File: src/rtl/perf_report_pkg.sv
// perf_report_pkg: shared definitions for the performance-counter UART reporter.
//   tx_state_e    : byte serialiser state encoding
//   SYNC_BYTE     : first byte of every report frame
//   FRAME_BYTES   : bytes per frame (sync + 4 cycle_count + 4 instr_retired)
//   BITS_PER_BYTE : data bits per serial character
//   frame_byte()  : byte mux selecting frame byte <idx> from the snapshots
package perf_report_pkg;

  typedef enum logic [1:0] {
    IDLE,
    START,
    DATA,
    STOP
  } tx_state_e;

  localparam logic [7:0]  SYNC_BYTE     = 8'hA5;
  localparam int unsigned FRAME_BYTES   = 9;
  localparam int unsigned BITS_PER_BYTE = 8;

  // Both counters go out least-significant byte first.
  function automatic logic [7:0] frame_byte(input logic [3:0]  idx,
                                            input logic [31:0] cyc,
                                            input logic [31:0] ins);
    logic [7:0] b;
    case (idx)
      4'd0:    b = SYNC_BYTE;
      4'd1:    b = cyc[7:0];
      4'd2:    b = cyc[15:8];
      4'd3:    b = cyc[23:16];
      4'd4:    b = cyc[31:24];
      4'd5:    b = ins[7:0];
      4'd6:    b = ins[15:8];
      4'd7:    b = ins[23:16];
      4'd8:    b = ins[31:24];
      default: b = '0;
    endcase
    return b;
  endfunction

endpackage

File: src/rtl/perf_uart_reporter_if.sv
// perf_uart_reporter_if: byte valid/ready handshake between the frame
// sequencer and the byte serialiser.
//   valid : a byte is offered on data
//   data  : byte to serialise
//   ready : serialiser takes the byte in this cycle if valid is high
interface perf_uart_reporter_if;
  logic       valid;
  logic [7:0] data;
  logic       ready;

  modport master (output valid, output data, input  ready);
  modport slave  (input  valid, input  data, output ready);
endinterface

File: src/rtl/uart_tx_byte.sv
// uart_tx_byte: serialises one byte per handshake as start(0), 8 data bits
// LSB first, stop(1), each bit held CLKS_PER_BIT clocks.
//   clk, rst : clock, synchronous active-high reset
//   bus      : byte handshake (slave side)
//   tx       : registered serial output, idles high
// ready is raised in IDLE and in the last cycle of a stop bit, so a byte
// offered then starts its start bit with no idle gap.
module uart_tx_byte
  import perf_report_pkg::*;
#(
  parameter int unsigned CLKS_PER_BIT = 16
) (
  input  logic                  clk,
  input  logic                  rst,
  perf_uart_reporter_if.slave   bus,
  output logic                  tx
);

  localparam int unsigned BW = $clog2(CLKS_PER_BIT);
  typedef logic [BW-1:0] baud_t;
  localparam baud_t BAUD_LAST = baud_t'(CLKS_PER_BIT - 1);

  tx_state_e  state_q, state_d;
  baud_t      baud_q, baud_d;
  logic [2:0] bit_q, bit_d;
  logic [7:0] sh_q, sh_d;
  logic       tx_q, tx_d;
  logic       bit_end;

  assign bit_end   = (baud_q == BAUD_LAST);
  assign bus.ready = (state_q == IDLE) || ((state_q == STOP) && bit_end);
  assign tx        = tx_q;

  always_ff @(posedge clk) begin
    if (rst) begin
      state_q <= IDLE;
      baud_q  <= '0;
      bit_q   <= '0;
      sh_q    <= '0;
      tx_q    <= 1'b1;
    end else begin
      state_q <= state_d;
      baud_q  <= baud_d;
      bit_q   <= bit_d;
      sh_q    <= sh_d;
      tx_q    <= tx_d;
    end
  end

  always_comb begin
    state_d = state_q;
    baud_d  = (state_q == IDLE || bit_end) ? '0 : baud_q + baud_t'(1);
    bit_d   = bit_q;
    sh_d    = sh_q;
    tx_d    = tx_q;
    case (state_q)
      IDLE: begin
        if (bus.valid) begin
          state_d = START;
          sh_d    = bus.data;
          tx_d    = 1'b0;
        end
      end
      START: begin
        if (bit_end) begin
          state_d = DATA;
          bit_d   = '0;
          tx_d    = sh_q[0];
        end
      end
      DATA: begin
        if (bit_end) begin
          if (bit_q == 3'(BITS_PER_BYTE - 1)) begin
            state_d = STOP;
            tx_d    = 1'b1;
          end else begin
            bit_d = bit_q + 3'd1;
            sh_d  = {1'b0, sh_q[7:1]};
            tx_d  = sh_q[1];
          end
        end
      end
      STOP: begin
        if (bit_end) begin
          if (bus.valid) begin
            state_d = START;
            sh_d    = bus.data;
            tx_d    = 1'b0;
          end else begin
            state_d = IDLE;
            tx_d    = 1'b1;
          end
        end
      end
      default: state_d = IDLE;
    endcase
  end

endmodule

File: src/rtl/perf_uart_reporter.sv
// perf_uart_reporter: on a trigger, snapshots the cycle and retired-instruction
// counters and sends them as a 9-byte UART frame: A5, cycle_count LSB first,
// instr_retired LSB first.
//   clk, rst      : clock, synchronous active-high reset
//   cycle_count   : core cycle counter
//   instr_retired : core retired-instruction counter
//   trigger       : one-cycle report request, accepted only while busy=0
//   tx            : serial line, idles high
//   busy          : frame in transmission
//   done          : one-cycle pulse after the final stop bit
//   overrun       : sticky, set by a trigger seen while busy
module perf_uart_reporter
  import perf_report_pkg::*;
#(
  parameter int unsigned CLKS_PER_BIT = 16
) (
  input  logic        clk,
  input  logic        rst,
  input  logic [31:0] cycle_count,
  input  logic [31:0] instr_retired,
  input  logic        trigger,
  output logic        tx,
  output logic        busy,
  output logic        done,
  output logic        overrun
);

  perf_uart_reporter_if byte_bus ();

  logic [31:0] cyc_q, ins_q;
  logic [3:0]  idx_q;
  logic        busy_q, done_q, ovr_q;
  logic        accept;

  assign accept = trigger && !busy_q;

  // The sync byte is offered straight from the trigger so the start bit
  // begins the cycle after acceptance; later bytes come from the snapshots.
  assign byte_bus.valid = accept || (busy_q && (idx_q < 4'(FRAME_BYTES - 1)));
  assign byte_bus.data  = accept ? SYNC_BYTE
                                 : frame_byte(idx_q + 4'd1, cyc_q, ins_q);

  uart_tx_byte #(
    .CLKS_PER_BIT(CLKS_PER_BIT)
  ) u_tx_byte (
    .clk (clk),
    .rst (rst),
    .bus (byte_bus.slave),
    .tx  (tx)
  );

  always_ff @(posedge clk) begin
    if (rst) begin
      cyc_q  <= '0;
      ins_q  <= '0;
      idx_q  <= '0;
      busy_q <= 1'b0;
      done_q <= 1'b0;
      ovr_q  <= 1'b0;
    end else begin
      done_q <= 1'b0;
      if (accept) begin
        cyc_q  <= cycle_count;
        ins_q  <= instr_retired;
        idx_q  <= '0;
        busy_q <= 1'b1;
      end else if (busy_q && byte_bus.ready) begin
        if (idx_q == 4'(FRAME_BYTES - 1)) begin
          busy_q <= 1'b0;
          done_q <= 1'b1;
        end else begin
          idx_q <= idx_q + 4'd1;
        end
      end
      if (trigger && busy_q) ovr_q <= 1'b1;
    end
  end

  assign busy    = busy_q;
  assign done    = done_q;
  assign overrun = ovr_q;

endmodule

File: config.mk
export PLATFORM = sky130hd
export DESIGN_NAME = perf_uart_reporter
export DESIGN_NICKNAME = d
export VERILOG_FILES = /design/src/rtl/perf_report_pkg.sv /design/src/rtl/perf_uart_reporter_if.sv /design/src/rtl/uart_tx_byte.sv /design/src/rtl/perf_uart_reporter.sv
export SDC_FILE = /design/constraint.sdc
export NUM_CORES = 1
export LEC_CHECK = 0
export BUFFER_PORTS_ARGS = -buffer_cell sky130_fd_sc_hd__buf_4
export CAP_MARGIN = 15
export CORE_MARGIN = 2
export CORE_UTILIZATION = 36
export CTS_BUF_LIST = sky130_fd_sc_hd__clkbuf_16
export DETAILED_ROUTE_END_ITERATION = 12
export GPL_ROUTABILITY_DRIVEN = 0
export GPL_TIMING_DRIVEN = 0
export HOLD_SLACK_MARGIN = 0.03
export PLACE_DENSITY = 0.61
export SETUP_SLACK_MARGIN = 0.02
export SYNTH_ARGS = -nofsm -noshare
export SYNTH_HDL_FRONTEND = slang
export SYNTH_SLANG_ARGS = --single-unit
File: constraint.sdc
create_clock -name clk -period 2.7 [get_ports clk]
set_clock_uncertainty 0.1 [all_clocks]
set_input_delay 0.135 -clock clk [delete_from_list [all_inputs] [get_ports clk]]
set_output_delay 0.135 -clock clk [all_outputs]
set_load 0.01 [all_outputs]
-- Word level (Yosys, flattened, before mapping)
Index checks and enable logic that the tools add are counted.
- input port bits: 67
- flip-flop bits (word level): 89
- word-level logic and storage cells: 90
- output and inout bits: 4
- add/sub/neg operators: 3
- reductions and logical operators: 24
- order comparisons: 1
- eq/ne operators: 20
- multiplexer cells: 29
- bitwise logic cells: 2
- operators by type and width (kind ; count):
    8-bit one-hot mux with 9 select lines ; 1
    8-bit 2-to-1 mux ; 5
    8-bit one-hot mux with 3 select lines ; 1
    4-bit by 3-bit == test with 1-bit output, second input constant ; 4
    4-bit == test, second input constant ; 3
    4-bit AND reduction ; 3
    1-bit 2-to-1 mux ; 11
    2-bit 2-to-1 mux ; 5
    3-bit 2-to-1 mux ; 3
    4-bit by 1-bit adder with 4-bit output, second input constant ; 2
    4-bit by 2-bit == test with 1-bit output, second input constant ; 2
    2-bit by 1-bit != test with 1-bit output, second input constant ; 4
    2-bit one-hot mux with 4 select lines ; 1
    3-bit one-hot mux with 2 select lines ; 1
    2-bit nonzero test ; 3
    1-bit logical AND ; 5
    5-bit AND reduction ; 1
    2-bit == test, second input constant ; 2
    4-bit by 1-bit == test with 1-bit output, second input constant ; 1
    4-bit logical NOT ; 1
    4-bit less-than comparator, second input constant ; 1
    2-bit != test, second input constant ; 2
    1-bit one-hot mux with 4 select lines ; 1
    2-bit AND reduction ; 2
    other kinds (10) ; 14

-- Longest topological paths before layout
Gate-level depths: netlist of the first run.
- depth after elaboration: 7
- gate-level depth with buffers: 9
- mapped depth without buffers: 7

-- Modules after synthesis
Synthesis of the first run repeated with hierarchy kept, for this count alone.
- cell total of the unflattened synthesis: 515
- area, all modules: 4120.2 sq um
- by module, submodules not included (module ; cells an instance ; seq. area each (sq um) ; area an instance (sq um) ; instances):
    perf_uart_reporter ; 406 ; 1421.4 ; 3140.5 ; 1
    uart_tx_byte ; 109 ; 360.3 ; 979.7 ; 1

-- Least setup slack after synthesis of the first run
Ideal clock, no wire load.
- path type: flip-flop to flip-flop
- start point: register u_tx_byte.state_q[0]
- end point: register u_tx_byte.sh_q[6]
- library setup time: 0.076 ns
- path slack: 0.554 ns
- stages on the path, launching flop included: 8
- clock period less this slack: 2.146 ns
- data required time: 2.524 ns
- arrival: 1.971 ns
- path buffers: 0
- path through: dfxtp_1 inv_1 ha_1 or2_2 a221o_2 nand2_4 or3b_4 o22ai_1
- longest elaborated chain between the ends: 3
- elaborated cells between the ends (all ways): 9
- classes of those cells: eq/ne (5); mux (1); reduce/logical (3)
- ends and longest elaborated chain (item ; line ; RTL):
    start, declared ; uart_tx_byte.sv:23 ; tx_state_e state_q, state_d;
    start signal, assigned ; uart_tx_byte.sv:42 ; state_q <= state_d;
    2-bit == test or 2-bit logical NOT (tied branches) ; uart_tx_byte.sv:56 ; case (state_q)
    2-bit != test (no line) (tied with other cells) ; -- ;
    4-bit AND reduction (no line) ; -- ;
    end signal, assigned ; uart_tx_byte.sv:39 ; sh_q <= '0;
    end signal, assigned ; uart_tx_byte.sv:45 ; sh_q <= sh_d;
    end, declared ; uart_tx_byte.sv:26 ; logic [7:0] sh_q, sh_d;
Parallel ways exist; a longest one is shown, timed or not.
A chain may end at the register's enable or synchronous reset.

-- Final worst setup path of the first run
- start point: register idx_q[0]
- end point: register u_tx_byte.sh_q[4]
- longest elaborated chain between the ends: 7
- elaborated cells between the ends (all ways): 18
- classes of those cells: add/sub (1); order compare (1); eq/ne (8); mux (5); reduce/logical (3)
- ends and longest elaborated chain (item ; line ; RTL):
    start, declared ; perf_uart_reporter.sv:31 ; logic [3:0] idx_q;
    start signal, assigned ; perf_uart_reporter.sv:72 ; idx_q <= idx_q + 4'd1;
    4-bit by 1-bit adder with 4-bit output ; perf_uart_reporter.sv:41 ; : frame_byte(idx_q + 4'd1, cyc_q, ins_q);
    4-bit == test (tied with other cells) ; perf_report_pkg.sv:25 ; case (idx)
    8-bit one-hot mux with 9 select lines ; perf_report_pkg.sv:25 ;
    8-bit 2-to-1 mux ; perf_uart_reporter.sv:40 ; assign byte_bus.data = accept ? SYNC_BYTE
    8-bit 2-to-1 mux (*) ; uart_tx_byte.sv:58, uart_tx_byte.sv:85 ;
    8-bit 2-to-1 mux ; uart_tx_byte.sv:84 ; if (bit_end) begin
    8-bit one-hot mux with 3 select lines (*) ; uart_tx_byte.sv:56 ;
Mark *: on every way between the ends. The rest lies on a longest branch, timed or not. The select of a mux whose other input is x is not followed.

==> results of run 1 <==
state kept, by name (all words and copies together), names as in the netlist:
name               cells
u_tx_byte.tx           1
u_tx_byte.baud_q       4
idx_q                  4
done                   1
cyc_q                 32
u_tx_byte.bit_q        3
busy                   1
u_tx_byte.sh_q         8
ins_q                 32
overrun                1
u_tx_byte.state_q      2
layout by cell type, fill, tap and decap left out, types with 3 or more instances in the layout:
master,count
nand2_1,151
dfxtp_1,89
a21oi_1,74
buf_4,71
dlygate4sd3_1,65
clkbuf_1,23
nor2_1,18
ha_1,14
inv_1,13
a22oi_1,13
nand3_1,12
o21ai_0,10
a222oi_1,9
clkbuf_16,9
buf_1,7
a31oi_1,7
nand2b_1,4
xnor2_1,4
o221a_2,4
nor3_1,4
o22ai_1,4
nor2b_1,3
nand4_1,3
o211ai_1,3
a221oi_1,3
power by group:
group          total, mW  internal, mW  leakage, nW  switching (mW)
clock network       1.21         0.644        0.146           0.570
logic              0.875         0.401         1.38           0.473
registers           1.51          1.43        0.729          0.0769
timing repair:
item / in CTS / in global routing
gates resized for setup: 0 / 3
setup endpoints to repair: 0 / 2
endpoints found under the hold margin: 66 / 0
hold buffers: 65 / 0
metrics by stage:
step,instance area (um2),setup slack [ns]
after floorplan,4030,0.554
after global placement,4720,0.246
after detailed placement,4720,0.189
after CTS,5660,0.165
after global routing,5660,0.0659
final,5660,0.198
worst max path at each step:
stage	from	end	slack, ns	cells after the start
global placement	idx_q[0]$_SDFFE_PP0P_	u_tx_byte.sh_q[4]$_SDFFE_PP0P_	0.25	7
detailed placement	idx_q[0]$_SDFFE_PP0P_	u_tx_byte.sh_q[4]$_SDFFE_PP0P_	0.19	7
floorplan	u_tx_byte.state_q[0]$_SDFFE_PP0P_	u_tx_byte.sh_q[6]$_SDFFE_PP0P_	0.55	7
CTS	idx_q[0]$_SDFFE_PP0P_	u_tx_byte.sh_q[4]$_SDFFE_PP0P_	0.16	7
global route	idx_q[0]$_SDFFE_PP0P_	u_tx_byte.sh_q[6]$_SDFFE_PP0P_	0.07	7
finish	idx_q[0]$_SDFFE_PP0P_	u_tx_byte.sh_q[4]$_SDFFE_PP0P_	0.20	7
cell families (layout without fill, tap and decap cells):
group / after synthesis / after routing / synth area share
AND/OR/NAND/NOR: 209 / 209 / 0.221
AO/OA/AOI/OAI: 145 / 145 / 0.228
flip-flops: 89 / 89 / 0.442
buffers and inverters: 46 / 196 / 0.0466
adder cells (fa/ha/maj): 14 / 14 / 0.0435
XOR/XNOR: 5 / 5 / 0.0109
multiplexers: 3 / 3 / 0.00777
final cells by class:
| type | instances | area, um2 |
|---|---|---|
| Clock inverter | 7 | 61.3 |
| Tap cell | 140 | 175 |
| Sequential cell | 89 | 1780 |
| Buffer | 34 | 144 |
| Fill cell | 1031 | 5230 |
| Multi-Input combinational cell | 376 | 2060 |
| Timing Repair Buffer | 134 | 1170 |
| Clock buffer | 9 | 225 |
| Inverter | 12 | 45.0 |
per-layer routing:
metal / vias to the layer above / share of wire
li1: 2065 / -
met1: 1979 / 0.43
met2: 105 / 0.50
met3: 20 / 0.044
met4: 0 / 0.023
met5: - / 0
==> out/metrics.yaml, run 1 <==
clock_sinks: 89
tightest_slew_ns: 0.688
holdWs_ns: 0.351
use_met2: 0.385
setup_tns_ns: 0
min_period_ns: 2.50
finalCritPeriodShare: 0.927
grt_antenna_before_repair: 0
wirelength_um: 12200
holdCritStartpoint: "u_tx_byte.baud_q[0]$_SDFF_PP0_"
dpl.hpwl_um: 8480
synth_common_cells: "nand2_1 (151), dfxtp_1 (89), a21oi_1 (74)"
finalHoldViolations: 0
rrSetupSlack_ns: 0.20
syn_inst: 511
grt_start_max_net_pins: 18
drtIter0Drc: 351
cp_top_family: "compound AO/OA/AOI/OAI gates"
cts.reportedPaths.clkPinSlew_ns: 0.07
drt_pre_antenna_iters: 5
synth_edf_count: 0
ir_drop_uv: 478
die_y_um: 110
crit_path_max_incr_delay_ns: 0.52
grt_pass1_vias: 4217
powerDensity_nw_per_um2: 636
hp-class: "register to register"
die_area_um2: 12000
slew_headroom: 0.539
netlist_area_um2: 4030
netlist_top_cells_area: "dfxtp_1 (44%), nand2_1 (14%), a21oi_1 (9.2%)"
cp.required_ns: 2.80
ys_async_sr_fraction: 0
yosysMostFrequentCell: "nand2_1"
grt_use_met3: 0.0385
clockRootBuffer: "clkbuf_16"
r2r_cells: 7
instances_no_fill: 801
drive_gt1_frac: 0.154
whs_endpoint: "u_tx_byte.baud_q[0]$_SDFF_PP0_"
ys.flop_type: "dfxtp_1"
synth_cell_types: 52
yosysSeqAreaShare: 0.442
syn_avg_cell_area_um2: 7.88
vias_per_cell: 5.20
cts_buffers: 9
cts_setup_buffers: 0
setup_violations: 0
area_delta_synth_final_pct: 40.5
cp.arrival_ns: 2.60
core_area_um2: 10900
h-tree-depth: 3
use_met1: 0.254
grtUsageTotal: 0.213
grt_busiest_layer: "met2"
nets: 737
wl_per_cell_um: 15.3
io_pins: 71
cts_max_path_buffers: 2
yosysWarningCount: 0
antenna_left: 0
p_leak_nw: 2.26
worst-path-max-fanout: 10
path_class: "register to register"
cp-end-kind: "register"
cap_violations: 0
yosys.area.top_type: "dfxtp_1"
tritoncts: "built"
slowest_stage: "a222oi_1"
syn_nets: 592
grt_overflow_total: 0
cp_cell_sequence: "inv_1 -> ha_1 -> clkbuf_1 -> clkbuf_1 -> a222oi_1 -> o221a_2 -> o22ai_1"
die_w_um: 110
r2r_start: "idx_q[0]$_SDFFE_PP0P_"
timing.critical_path.buf_inv: 3
design_power_total_mw: 3.60
post-route-util: 0.520
vias: 4169
diodes: 0
grt_pass1_wl_um: 20000
port-buffer-count: 69
cp_common_cell: "clkbuf_1"
status: "finished, final reports clean"
dp.cells: 720
rr_endpoint: "u_tx_byte.sh_q[4]$_SDFFE_PP0P_"
initial_core_util: 0.370
drc: 0
clk_latency_ns: 0.34
max_freq_mhz: 400
slew_viol_final: 0
rows: 38
startpoint_type: "register"
netlist.area_leader.share: 0.442
hold_depth: 1
rsz0062_at_grt: "false"
ys_ff_latch: 89
Note: power is estimated with default switching activity, not from simulation.
==> inputs of run 2 (changes only) <==
- clock period: 2.7 -> 2.36 ns (I/O delays scaled with it)
==> run 2 against run 1 <==
Count of clock-buffer cells in the layout unchanged. Fmax increased by 11%. Sequential cell count did not move. Sequential share of layout area fell by 0.13 points. Via count is 0.17% higher.
==> out/metrics.yaml, run 2 (synthesis gave the netlist of run 1 again) <==
clockRootBuffer: "clkbuf_16"
place_area_um2: 4720  # unchanged
drt_pre_antenna_iters: 5  # unchanged
ir_drop_uv: 554  # +16%
cts_max_path_buffers: 2  # unchanged
slew_viol_final: 0  # unchanged
wl_per_cell_um: 15.3  # +0.30%
diodes: 0  # unchanged
cp-end-kind: "register"
worst-path-max-fanout: 8  # -2
h-tree-depth: 3  # unchanged
antenna_left: 0  # unchanged
tightest_slew_ns: 0.685  # -0.00297 ns
final_area_um2: 5690  # +0.62%
die_y_um: 110  # unchanged
crit_path_max_incr_delay_ns: 0.57  # +0.05 ns
cp.arrival_ns: 2.43  # -0.17 ns
grt_use_met3: 0.0397  # +0.00119
setup_tns_ns: 0  # unchanged
path_class: "register to register"
port-buffer-count: 69  # unchanged
final_cell_mix: "nand2_1 (151), dfxtp_1 (86), a21oi_1 (74), buf_4 (74), dlygate4sd3_1 (65)"
powerDensity_nw_per_um2: 732  # +15%
vias_per_cell: 5.22  # +0.29%
timing.final.ws_setup_ns: 0.104  # -0.0937 ns
drtIter0Drc: 284  # -19%
clk_latency_ns: 0.34  # about the same
area_delta_synth_final_pct: 41.4
setup_violations: 0  # unchanged
grt_pass1_wl_um: 20000  # +0.13%
largestRegisters: "cyc_q: 32 flops, ins_q: 32 flops, u_tx_byte.sh_q: 8 flops"
die_w_um: 110  # unchanged
cts.reportedPaths.clkPinSlew_ns: 0.07  # about the same
use_met1: 0.253  # -0.000362
pre_cts_ws_ns: -0.151  # -0.340 ns
rsz0062_at_grt: "true"
instances_no_fill: 800  # -0.12%
startpoint_type: "register"
r2r_start: "idx_q[0]$_SDFFE_PP0P_"
drc: 0  # unchanged
cap_violations: 0  # unchanged
hp-class: "register to register"
initial_core_util: 0.370  # unchanged
grt_start_max_net_pins: 18  # unchanged
post-route-util: 0.523  # +0.00322
finalCritPeriodShare: 0.956  # +0.0291
nets: 736  # -0.14%
p_leak_nw: 2.27  # +0.63%
holdCritStartpoint: "u_tx_byte.baud_q[0]$_SDFF_PP0_"
layout_commonest_cell: "nand2_1"
grtUsageTotal: 0.214  # +0.000373
cp_cell_sequence: "ha_1 -> nand2b_1 -> o211ai_1 -> nand3_1 -> a31o_2 -> a31oi_1"
cp_top_family: "compound AO/OA/AOI/OAI gates"
holdWs_ns: 0.351  # +0.000152 ns
slew_headroom: 0.541  # +0.00199
io_pins: 71  # unchanged
slowest_stage: "o211ai_1"
dp.cells: 720  # unchanged
drive_gt1_frac: 0.173  # +0.0184
wirelength_um: 12300  # +0.18%
cp.required_ns: 2.53  # -0.27 ns
dpl.hpwl_um: 8480  # unchanged
max_freq_mhz: 443  # +11%
vias: 4176  # +0.17%
cts_buffers: 9  # unchanged
grt_overflow_total: 0  # unchanged
finalHoldViolations: 0  # unchanged
core_area_um2: 10900  # unchanged
rows: 38  # unchanged
design_power_total_mw: 4.17  # +16%
min_period_ns: 2.26  # -0.246 ns
die_area_um2: 12000  # unchanged
use_met2: 0.381  # -0.00353
clock_sinks: 89  # unchanged
grt_pass1_vias: 4250  # +0.78%
status: "finished, final reports clean"
grt_antenna_before_repair: 0  # unchanged
tritoncts: "built"
grt_busiest_layer: "met2"
startpoint: "idx_q[0]$_SDFFE_PP0P_"
timing.critical_path.buf_inv: 0  # -3
[run 2: cell count changes in the layout (fill, tap and decap cells not counted), moves of 2 or more]
cell / change
clkbuf_1: -5
buf_4: +3
dfxtp_1: -3
dfxtp_2: +3
clkbuf_4: +2
ha_1: -2
ha_2: +2
[run 2: final timing paths]
check | endpoint | slack [ns] | cells past startpoint
worst max-delay path | u_tx_byte.sh_q[5]$_SDFFE_PP0P_ | 0.10 | 6
worst min-delay path | u_tx_byte.baud_q[0]$_SDFF_PP0_ | 0.35 | 1
worst max register to register | u_tx_byte.sh_q[5]$_SDFFE_PP0P_ | 0.10 | 6
worst min register to register | u_tx_byte.baud_q[0]$_SDFF_PP0_ | 0.35 | 1
[run 2: where the power goes]
part           total, mW  internal (mW)  switching, mW  leakage (nW)
logic               1.05          0.494          0.553          1.40
clock network       1.39          0.737          0.653         0.146
registers           1.73           1.64         0.0893         0.731
total               4.17           2.87           1.30          2.27
[run 2: worst register-to-register path, stage by stage, from the launching register on]
cell and delay, ns:
dfxtp_2 0.36, ha_1 0.30, nand2b_1 0.19, o211ai_1 0.57, nand3_1 0.22, a31o_2 0.31, a31oi_1 0.15
[run 2: metal layers]
metal  up-vias  part of all wire  wire [um]
met1      1968              0.43       5260
met2       123              0.50       6150
met5         -                 0          0
met4         0             0.023        287
li1       2063                 -          -
met3        22             0.046        565
[run 2: cell type report]
| cell class | instances | area [um2] |
|---|---|---|
| multi-input combinational | 376 | 2080 |
| sequential | 89 | 1790 |
| buffer | 31 | 143 |
| timing repair buffer | 136 | 1180 |
| clock inverter | 7 | 61.3 |
| clock buffer | 9 | 225 |
| inverter | 12 | 45.0 |
| tap | 140 | 175 |
| fill | 1030 | 5190 |
[run 2: what timing repair did]
| action | in CTS | in global routing |
|---|---|---|
| buffers inserted | 2 | 0 |
| endpoints found under the hold margin | 66 | 0 |
| hold buffers | 65 | 0 |
| setup endpoints to repair | 6 | 8 |
| resized for setup | 7 | 11 |
| pin swaps | 2 | 2 |
==> inputs of run 3 (changes only) <==
- CORE_MARGIN: 2 -> default
- PLACE_DENSITY: 0.61 -> 0.64
- clock period: 2.36 -> 1.8 ns (I/O delays scaled with it)
==> run 3 against run 2 <==
The run now ends with negative setup slack left. Sequential cell count stayed put. Highest routed layer unchanged. Wire length is 10% higher. Combinational power is 100% higher. Sequential share of layout area is 2.9 points lower.
==> out/metrics.yaml, run 3 (synthesis gave the netlist of run 1 again) <==
tightest_slew_ns: 0.643  # -0.0420 ns
h-tree-depth: 3  # unchanged
min_period_ns: 2.06  # -0.195 ns
grt_start_max_net_pins: 16  # -2
cp.arrival_ns: 2.20  # -0.23 ns
rows: 38  # unchanged
instances_no_fill: 828  # +3.5%
cp-end-kind: "register"
die_area_um2: 11600  # -3.6%
drc: 0  # unchanged
grt_pass1_vias: 4357  # +2.5%
cap_violations: 0  # unchanged
cts_buffers: 9  # unchanged
slew_headroom: 0.571  # +0.0300
clock_sinks: 89  # unchanged
grt_antenna_before_repair: 0  # unchanged
antenna_left: 0  # unchanged
largestRegisters: "cyc_q: 32 flops, ins_q: 32 flops, u_tx_byte.sh_q: 8 flops"
worst-path-max-fanout: 4  # -4
cts_max_path_buffers: 2  # unchanged
grt_overflow_total: 0  # unchanged
cp.required_ns: 1.94  # -0.59 ns
nets: 764  # +3.8%
wl_per_cell_um: 16.3  # +6.5%
final_cell_mix: "nand2_1 (151), buf_4 (93), dfxtp_1 (84), a21oi_1 (74), dlygate4sd3_1 (65)"
dpl.hpwl_um: 8310  # -2.0%
max_freq_mhz: 485  # +9.5%
core_area_um2: 10900  # unchanged
place_area_um2: 4790  # +1.4%
violations: "negative setup slack"
area_delta_synth_final_pct: 56.7
startpoint_type: "register"
fill_cells: 924  # -10%
holdCritStartpoint: "trigger"
setup_violations: 12  # +12
die_w_um: 108  # -1.8%
layout_commonest_cell: "nand2_1"
cts.reportedPaths.clkPinSlew_ns: 0.07  # about the same
drt_pre_antenna_iters: 6  # +1
timing.final.ws_setup_ns: -0.260  # -0.365 ns
cp_cell_sequence: "inv_4 -> ha_4 -> or2_4 -> a221o_2 -> buf_12 -> a221oi_4 -> a21boi_2 -> a21boi_1"
grtUsageTotal: 0.235  # +0.0217
pre_cts_ws_ns: -0.489  # -0.338 ns
ir_drop_uv: 699  # +26%
finalHoldViolations: 0  # unchanged
port-buffer-count: 69  # unchanged
status: "complete, but fails checks"
wirelength_um: 13500  # +10%
drtIter0Drc: 315  # +11%
tritoncts: "built"
final_area_um2: 6310  # +11%
initial_core_util: 0.370  # unchanged
drive_gt1_frac: 0.275  # +0.102
slew_viol_final: 0  # unchanged
clockRootBuffer: "clkbuf_16"
hp-class: "input port to register"
dp.cells: 720  # unchanged
grt_pass1_wl_um: 20900  # +4.2%
p_leak_nw: 2.56  # +13%
slowest_stage: "dfxtp_4"
rsz0062_at_grt: "true"
holdWs_ns: 0.234  # -0.117 ns
startpoint: "u_tx_byte.state_q[0]$_SDFFE_PP0P_"
vias: 4427  # +6.0%
io_pins: 71  # unchanged
powerDensity_nw_per_um2: 1030  # +40%
diodes: 0  # unchanged
r2r_start: "u_tx_byte.state_q[0]$_SDFFE_PP0P_"
finalCritPeriodShare: 1.14  # +0.189
die_y_um: 108  # -1.8%
post-route-util: 0.580  # +0.0567
path_class: "register to register"
vias_per_cell: 5.35  # +2.4%
crit_path_max_incr_delay_ns: 0.40  # -0.17 ns
clk_latency_ns: 0.34  # about the same
## run 3: cell types whose count changed in the layout (fill, tap and decap cells not counted), moves of 4 or more
| cell | previous run | this run |
|---|---|---|
| dfxtp_4 | 0 | 4 |
| clkbuf_1 | 18 | 10 |
| buf_1 | 7 | 1 |
| buf_4 | 74 | 93 |
| o21ai_1 | 1 | 5 |
| inv_1 | 13 | 9 |
| o22ai_1 | 4 | 0 |
| ha_1 | 12 | 4 |
| inv_4 | 0 | 5 |
| o21ai_0 | 10 | 4 |
| buf_6 | 1 | 8 |
| clkbuf_2 | 0 | 7 |
| ha_4 | 0 | 9 |
| o22ai_2 | 0 | 4 |
## run 3: layer usage
layer  up-vias  GRT usage  routed length (um)
met5         -          0                   0
met4         0     0.0871                 315
met3        27     0.0484                 820
met2       193      0.420                6770
met1      2091      0.275                5620
li1       2116          -                   -
## run 3: area by class of cell
type / count / area [um2] / area share
clock inverter: 7 / 92.6 / 0.0147
tap: 140 / 175 / 0.0278
inverter: 12 / 55.1 / 0.00872
timing repair buffer: 165 / 1450 / 0.229
clock buffer: 9 / 225 / 0.0357
buffer: 30 / 199 / 0.0315
multi-input combinational: 376 / 2320 / 0.367
sequential: 89 / 1800 / 0.285
## run 3: final timing paths
check / end / slack [ns] / cells after the start
max: u_tx_byte.sh_q[2]$_SDFFE_PP0P_ / -0.26 / 8
min: idx_q[0]$_SDFFE_PP0P_ / 0.23 / 5
max reg2reg: u_tx_byte.sh_q[2]$_SDFFE_PP0P_ / -0.26 / 8
min reg2reg: cyc_q[4]$_SDFFE_PP0P_ / 0.36 / 2
## run 3: what timing repair did
| action | 4_1_cts | 5_1_grt |
|---|---|---|
| endpoints found under the hold margin | 66 | 0 |
| gates resized for setup | 49 | 42 |
| setup buffers | 20 | 13 |
| cloned | 0 | 0 |
| pin swaps | 19 | 18 |
| endpoints found under the setup margin | 73 | 72 |
| hold buffers | 65 | 0 |
## run 3: worst max-delay path, delay by kind of cell, from the launching register on
family | cells | cell delay (ns)
AO/OA/AOI/OAI | 4 | 0.88
flip-flops | 1 | 0.40
AND/OR/NAND/NOR | 1 | 0.22
buffers and inverters | 2 | 0.20
adder cells (fa/ha/maj) | 1 | 0.16
## run 3: through the flow
stage / TNS [ns] / total power [mW]
after global routing: -2.44 / 6.73
after detailed placement: -10.89 / 3.59
after floorplan: -0.705 / 3.18
after global placement: -9.56 / 3.55
final: -1.86 / 6.47
after CTS: -1.52 / 6.09
## run 3: power by group
part | switching (mW) | total, mW | internal (mW)
logic | 0.987 | 2.13 | 1.14
clock network | 0.810 | 2.03 | 1.22
registers | 0.151 | 2.31 | 2.16
